===== src/rtl/arbitro_fifos_if.sv =====
// arbitro_fifos_if: input-FIFO heads, output-FIFO flags and the pop/push strobes of the arbiter
interface arbitro_fifos_if #(parameter int DATA_W = 6);
    logic [3:0]          in_empty;
    logic [4*DATA_W-1:0] in_data;
    logic [3:0]          out_almost_full;
    logic [3:0]          pop;
    logic [3:0]          push;
    logic [DATA_W-1:0]   data_out;
    modport master (input in_empty, in_data, out_almost_full, output pop, push, data_out);
    modport slave (output in_empty, in_data, out_almost_full, input pop, push, data_out);
endinterface


===== src/rtl/arbitro_fifos.sv =====
// arbitro_fifos: round-robin burst arbiter moving words from four input FIFOs to four output FIFOs
module arbitro_fifos #(
    parameter int DATA_W = 6,
    parameter int BURST  = 4
) (
    input  logic            clk,
    input  logic            reset,
    input  logic            enable,
    arbitro_fifos_if.master bus,
    output logic            idle
);
    typedef enum logic {IDLE, GRANT} state_t;
    state_t     state, state_n;
    logic [1:0] ptr, owner, start, sel, gnt_idx, gnt_dest;
    logic [3:0] cnt, elig;
    logic       gnt_v, keep, rot;

    function automatic logic [1:0] dest(input logic [4*DATA_W-1:0] data, input logic [1:0] i);
        return data[int'(i)*DATA_W + DATA_W-2 +: 2];
    endfunction

    // Scans downward so the smallest offset from s wins; s itself is tried first, s-1 last
    function automatic logic [1:0] search(input logic [3:0] e, input logic [1:0] s);
        logic [1:0] r;
        r = s;
        for (int k = 3; k >= 0; k--)
            if (e[s + 2'(k)]) r = s + 2'(k);
        return r;
    endfunction

    // Eligibility: held in reset or disabled means nothing may be popped
    always_comb begin
        elig = '0;
        for (int i = 0; i < 4; i++)
            elig[i] = reset & enable & ~bus.in_empty[i] & ~bus.out_almost_full[dest(bus.in_data, 2'(i))];
    end

    // Grant decision: continue the burst or rotate to the next eligible input without a bubble
    always_comb begin
        keep     = (state == GRANT) && elig[owner] && (cnt < 4'(BURST));
        rot      = (state == GRANT) && !keep;
        start    = (state == GRANT) ? owner + 2'd1 : ptr;
        sel      = search(elig, start);
        gnt_v    = |elig;
        gnt_idx  = keep ? owner : sel;
        gnt_dest = dest(bus.in_data, gnt_idx);
    end

    // Next state: stay granting while anyone is eligible
    always_comb state_n = gnt_v ? GRANT : IDLE;

    // Pop output: combinational one-hot to the granted input
    always_comb bus.pop = gnt_v ? 4'b0001 << gnt_idx : 4'b0000;

    // State register with owner, burst count and round-robin pointer
    always_ff @(posedge clk or negedge reset) begin
        if (!reset) begin
            state <= IDLE;
            ptr   <= '0;
            cnt   <= '0;
            owner <= '0;
        end else begin
            state <= state_n;
            if (gnt_v) owner <= gnt_idx;
            cnt <= !gnt_v ? 4'd0 : keep ? cnt + 4'd1 : 4'd1;
            if (rot && enable) ptr <= owner + 2'd1;
        end
    end

    // One-cycle pipeline from pop to push; data_out holds between pushes
    always_ff @(posedge clk or negedge reset) begin
        if (!reset) begin
            bus.push     <= '0;
            bus.data_out <= '0;
        end else begin
            bus.push <= gnt_v ? 4'b0001 << gnt_dest : 4'b0000;
            if (gnt_v) bus.data_out <= bus.in_data[int'(gnt_idx)*DATA_W +: DATA_W];
        end
    end

    assign idle = (state == IDLE) && (bus.in_empty == 4'hF) && (bus.push == 4'h0);
endmodule


===== src/flat_wrapper.sv =====
// flat-port wrapper written by rule: the top's interface ports become plain ports
module arbitro_fifos_flat 
#(
    parameter int DATA_W = 6,
    parameter int BURST  = 4
)
  (clk, reset, enable, idle, bus_in_empty, bus_in_data, bus_out_almost_full, bus_pop, bus_push, bus_data_out);
  arbitro_fifos_if #(.DATA_W(DATA_W)) bus_i ();
  input  logic clk;
  input  logic reset;
  input  logic enable;
  output logic idle;
  input wire logic [$bits(bus_i.in_empty)-1:0] bus_in_empty;
  input wire logic [$bits(bus_i.in_data)-1:0] bus_in_data;
  input wire logic [$bits(bus_i.out_almost_full)-1:0] bus_out_almost_full;
  output wire logic [$bits(bus_i.pop)-1:0] bus_pop;
  output wire logic [$bits(bus_i.push)-1:0] bus_push;
  output wire logic [$bits(bus_i.data_out)-1:0] bus_data_out;
  assign bus_i.in_empty = bus_in_empty;
  assign bus_i.in_data = bus_in_data;
  assign bus_i.out_almost_full = bus_out_almost_full;
  assign bus_pop = bus_i.pop;
  assign bus_push = bus_i.push;
  assign bus_data_out = bus_i.data_out;
  arbitro_fifos #(.DATA_W(DATA_W), .BURST(BURST)) u_core (.clk(clk), .reset(reset), .enable(enable), .bus(bus_i), .idle(idle));
endmodule

===== config.mk =====
export PLATFORM = sky130hd
export DESIGN_NAME = arbitro_fifos_flat
export DESIGN_NICKNAME = d
export VERILOG_FILES = /design/src/rtl/arbitro_fifos_if.sv /design/src/rtl/arbitro_fifos.sv /design/src/flat_wrapper.sv
export SDC_FILE = /design/constraint.sdc
export NUM_CORES = 1
export LEC_CHECK = 0
export BUFFER_PORTS_ARGS = -buffer_cell sky130_fd_sc_hd__buf_2
export CORE_UTILIZATION = 35
export DETAILED_ROUTE_END_ITERATION = 7
export MAX_ROUTING_LAYER = met4
export PLACE_DENSITY = 0.61
export SYNTH_ARGS = -nofsm -noshare
export SYNTH_HDL_FRONTEND = slang
export SYNTH_SLANG_ARGS = --single-unit
export TNS_END_PERCENT = 10

===== constraint.sdc =====
create_clock -name clk -period 6.6 [get_ports clk]
set_input_delay 0.66 -clock clk [delete_from_list [all_inputs] [get_ports clk]]
set_output_delay 0.66 -clock clk [all_outputs]
set_load 0.01 [all_outputs]

==> results.toml <==
[yosys]
synth_cells = 207
yosys_most_used_dff = "dfrtp_1"
synth_edf_count = 0
synth_cell_types = 59
syn_area_per_cell_sq_um = 8.84
synth_common_cells = "nand2_1 (21), dfrtp_1 (19), o21ai_0 (16)"
netlist_area_sq_um = 1830
yosysTopAreaCell = "dfrtp_1"
ys_warn_count = 0
yosysMostFrequentCell = "nand2_1"
synth.yosys.seq_area_share_pct = 26.0
synth-seq-cells = 19
synth-async-reset-ratio_pct = 100
synth.top_cell.area_share_pct = 26.0
synth_area_leaders = "dfrtp_1 (26%), mux2i_1 (6.6%), mux4_2 (4.9%)"
synthesis.nets = 245

[power]
p_total_mw = 0.811
clkPwrFrac_pct = 10.9
pwr-share-comb_pct = 65.2
p_int_mw = 0.439
vdd_drop_max_v = 0.000243
leakage_nw = 1.02
power_density_nw_per_um2 = 372
p_switching_mw = 0.372
p_seq_share_pct = 23.9
switching_share_pct = 45.9

[cts]
ctsResizeCount = 0
cts.path.max_buffers = 2
clk_latency_ns = 0.27
clk_pin_slew_ns = 0.09
postCtsSetupBuffers = 0
h-tree-depth = 1
cts_tree = "built"
cts.sinks = 19
cts_buffers = 3
hold_buffers = 0
clk_root_buffer_cell = "clkbuf_8"

[timing]
max_slew_margin_pct = 56.9
report.final.slew_viol_count = 0
setup_tns_ns = 0
hold_viol_final = 0
grt_setup_unrepaired = "false"
period_share_pct = 70.6
tightest_slew_ns = 0.641
setup_viol = 0
fin_skew_ns = 0.0120
setup_slack_ns = 1.94
fmax_ghz = 0.214
min_period_ns = 4.66

[detailed_routing]
drt_first_pass_iters = 4
viasPerCell = 5.49
antenna_left = 0
vias = 1756
avgRoutedWirePerCell_microns = 15.6
drc = 0
totalWireLength_microns = 4990
dr.first_iter.drc_count = 124

[setup_path]
cp.depth = 12
worstPathCellList = "buf_2 -> nor4bb_1 -> a32o_1 -> o32a_1 -> o221a_4 -> a31o_4 -> inv_1 -> ha_1 -> mux4_2 -> mux2_2 -> a211oi_1 -> and2b_1"
endpoint = "u_core.bus.push[3]$_DFF_PN0_"
slowest_stage = "ha_1"
arrival_ns = 4.82
reg2reg_to = "u_core.bus.push[3]$_DFF_PN0_"
cp_slowest_stage_delay_ns = 0.68
endpoint_kind = "register"
worstPathMaxFanout = 24
cp-start-kind = "input port"
r2r_cells = 10
worst-setup-path-type = "in -> reg"
cpLargestDelayFamily = "compound AO/OA/AOI/OAI gates"
rrSetupSlack_ns = 2.19
crit_path_start = "reset"
worst_r2r_startpoint = "u_core.state$_DFF_PN0_"
critPathRequiredTime_ns = 6.76
cp.buffers_inverters = 2

[run]
maxCapViolations = 0

[placed_design]
io_buffers = 49
pre_cts_ws_ns = 1.64
place_area_sq_um = 2130
dp_hpwl_microns = 3870
place.gp.congestion = 0.885

[floorplanning]
die_w_microns = 74.3
core_area_sq_um = 4880
io_pins = 50
start_util_pct = 37.5
rows = 25
die_h_microns = 74.3
die_area_sq_um = 5520

[global_routing]
antenna_found_initial = 0
track_usage_pct = 19.5
grt_first_pass_wirelength_microns = 7840
grt_overflow = 0
grt_max_degree = 25
grt_pass1_vias = 1542

[final_layout]
diodes = 0
final-seq-area_sq_um = 475
nets = 292
final_cell_area_sq_um = 2180
fillers = 512
drive_above_1_share_pct = 33.2
multi_input_area_sq_um = 1290
area_growth_pct = 19.1

[min_path]
hp-class = "in -> async"

[run_status]
status = "finished clean"
-- sequential cells by signal, indices dropped and copies added (netlist names) --
| register | count |
|---|---|
| u_core.bus.data_out | 6 |
| u_core.bus.push | 4 |
| u_core.cnt | 4 |
| u_core.owner | 2 |
| u_core.ptr | 2 |
| u_core.state | 1 |
-- cells by family after synthesis --
family          synth area share, %
buf+inv                        3.76
flops                          26.0
xor+xnor                      0.479
simple gates                   26.7
other cells                   0.205
fa+ha+maj                      2.05
compound gates                 21.9
mux                            18.9
-- metal layers --
layer / track usage, % / wire length, microns
met1: 29.6 / 2610
met2: 27.4 / 2040
met3: 3.25 / 272
met4: 3.35 / 57
met5: - / 0
-- worst min-delay path by stage --
stage                                       start                                 end  slack [ns]
after floorplan                             reset  u_core.bus.data_out[0]$_DFFE_PN0P_        0.36
after global placement    u_core.cnt[0]$_DFF_PN0_             u_core.cnt[0]$_DFF_PN0_        0.46
after detailed placement  u_core.cnt[0]$_DFF_PN0_             u_core.cnt[0]$_DFF_PN0_        0.45
after CTS                                   reset              u_core.state$_DFF_PN0_        0.38
after global routing                        reset  u_core.bus.data_out[2]$_DFFE_PN0P_        0.41
final                                       reset  u_core.bus.data_out[2]$_DFFE_PN0P_        0.35
-- layout make-up --
cell class,instances,share of cell area [%]
tap,67,3.85
inverter,6,1.03
timing repair buffer,51,11.9
sequential,19,21.8
multi-input combinational,173,59.2
clock inverter,1,0.230
clock buffer,3,1.89
-- cells in the final DEF, fill, tap and decap left out, types with 2 or more instances in the layout --
cell type and count:
a211o_1 2, a211oi_1 3, a21oi_1 10, a22oi_1 4
a31oi_1 3, and2_1 7, and3_1 2, buf_2 49
buf_4 2, clkbuf_8 3, dfrtp_1 19, ha_1 3
inv_1 4, inv_2 2, mux2_2 7, mux2_4 2
mux2i_1 12, mux4_2 4, nand2_1 21, nand2b_1 3
nand3_1 4, nand3b_1 3, nor2_1 15, nor2b_1 5
nor3_1 8, nor4_1 4, nor4bb_1 2, o21ai_0 16
or3_1 2
-- power by group through the flow --
| stage | combinational (mW) | sequential (mW) | clock, mW |
|---|---|---|---|
| 2_1_floorplan | 0.411 | 0.193 | 0 |
| 3_3_place_gp | 0.522 | 0.196 | 0 |
| 3_5_place_dp | 0.526 | 0.195 | 0 |
| 4_1_cts | 0.528 | 0.193 | 0.0895 |
| 5_1_grt | 0.585 | 0.201 | 0.0917 |
| 6_report | 0.529 | 0.193 | 0.0885 |
-- metrics by stage --
stage / cells / utilization [%] / hold slack, ns
global route: 320 / 44.7 / 0.411
CTS: 320 / 44.7 / 0.376
global placement: 316 / 43.7 / 0.456
floorplan: 207 / - / 0.364
detailed placement: 316 / 43.7 / 0.453
finish: 320 / 44.7 / 0.353
Power figures use the tool's default switching activity.
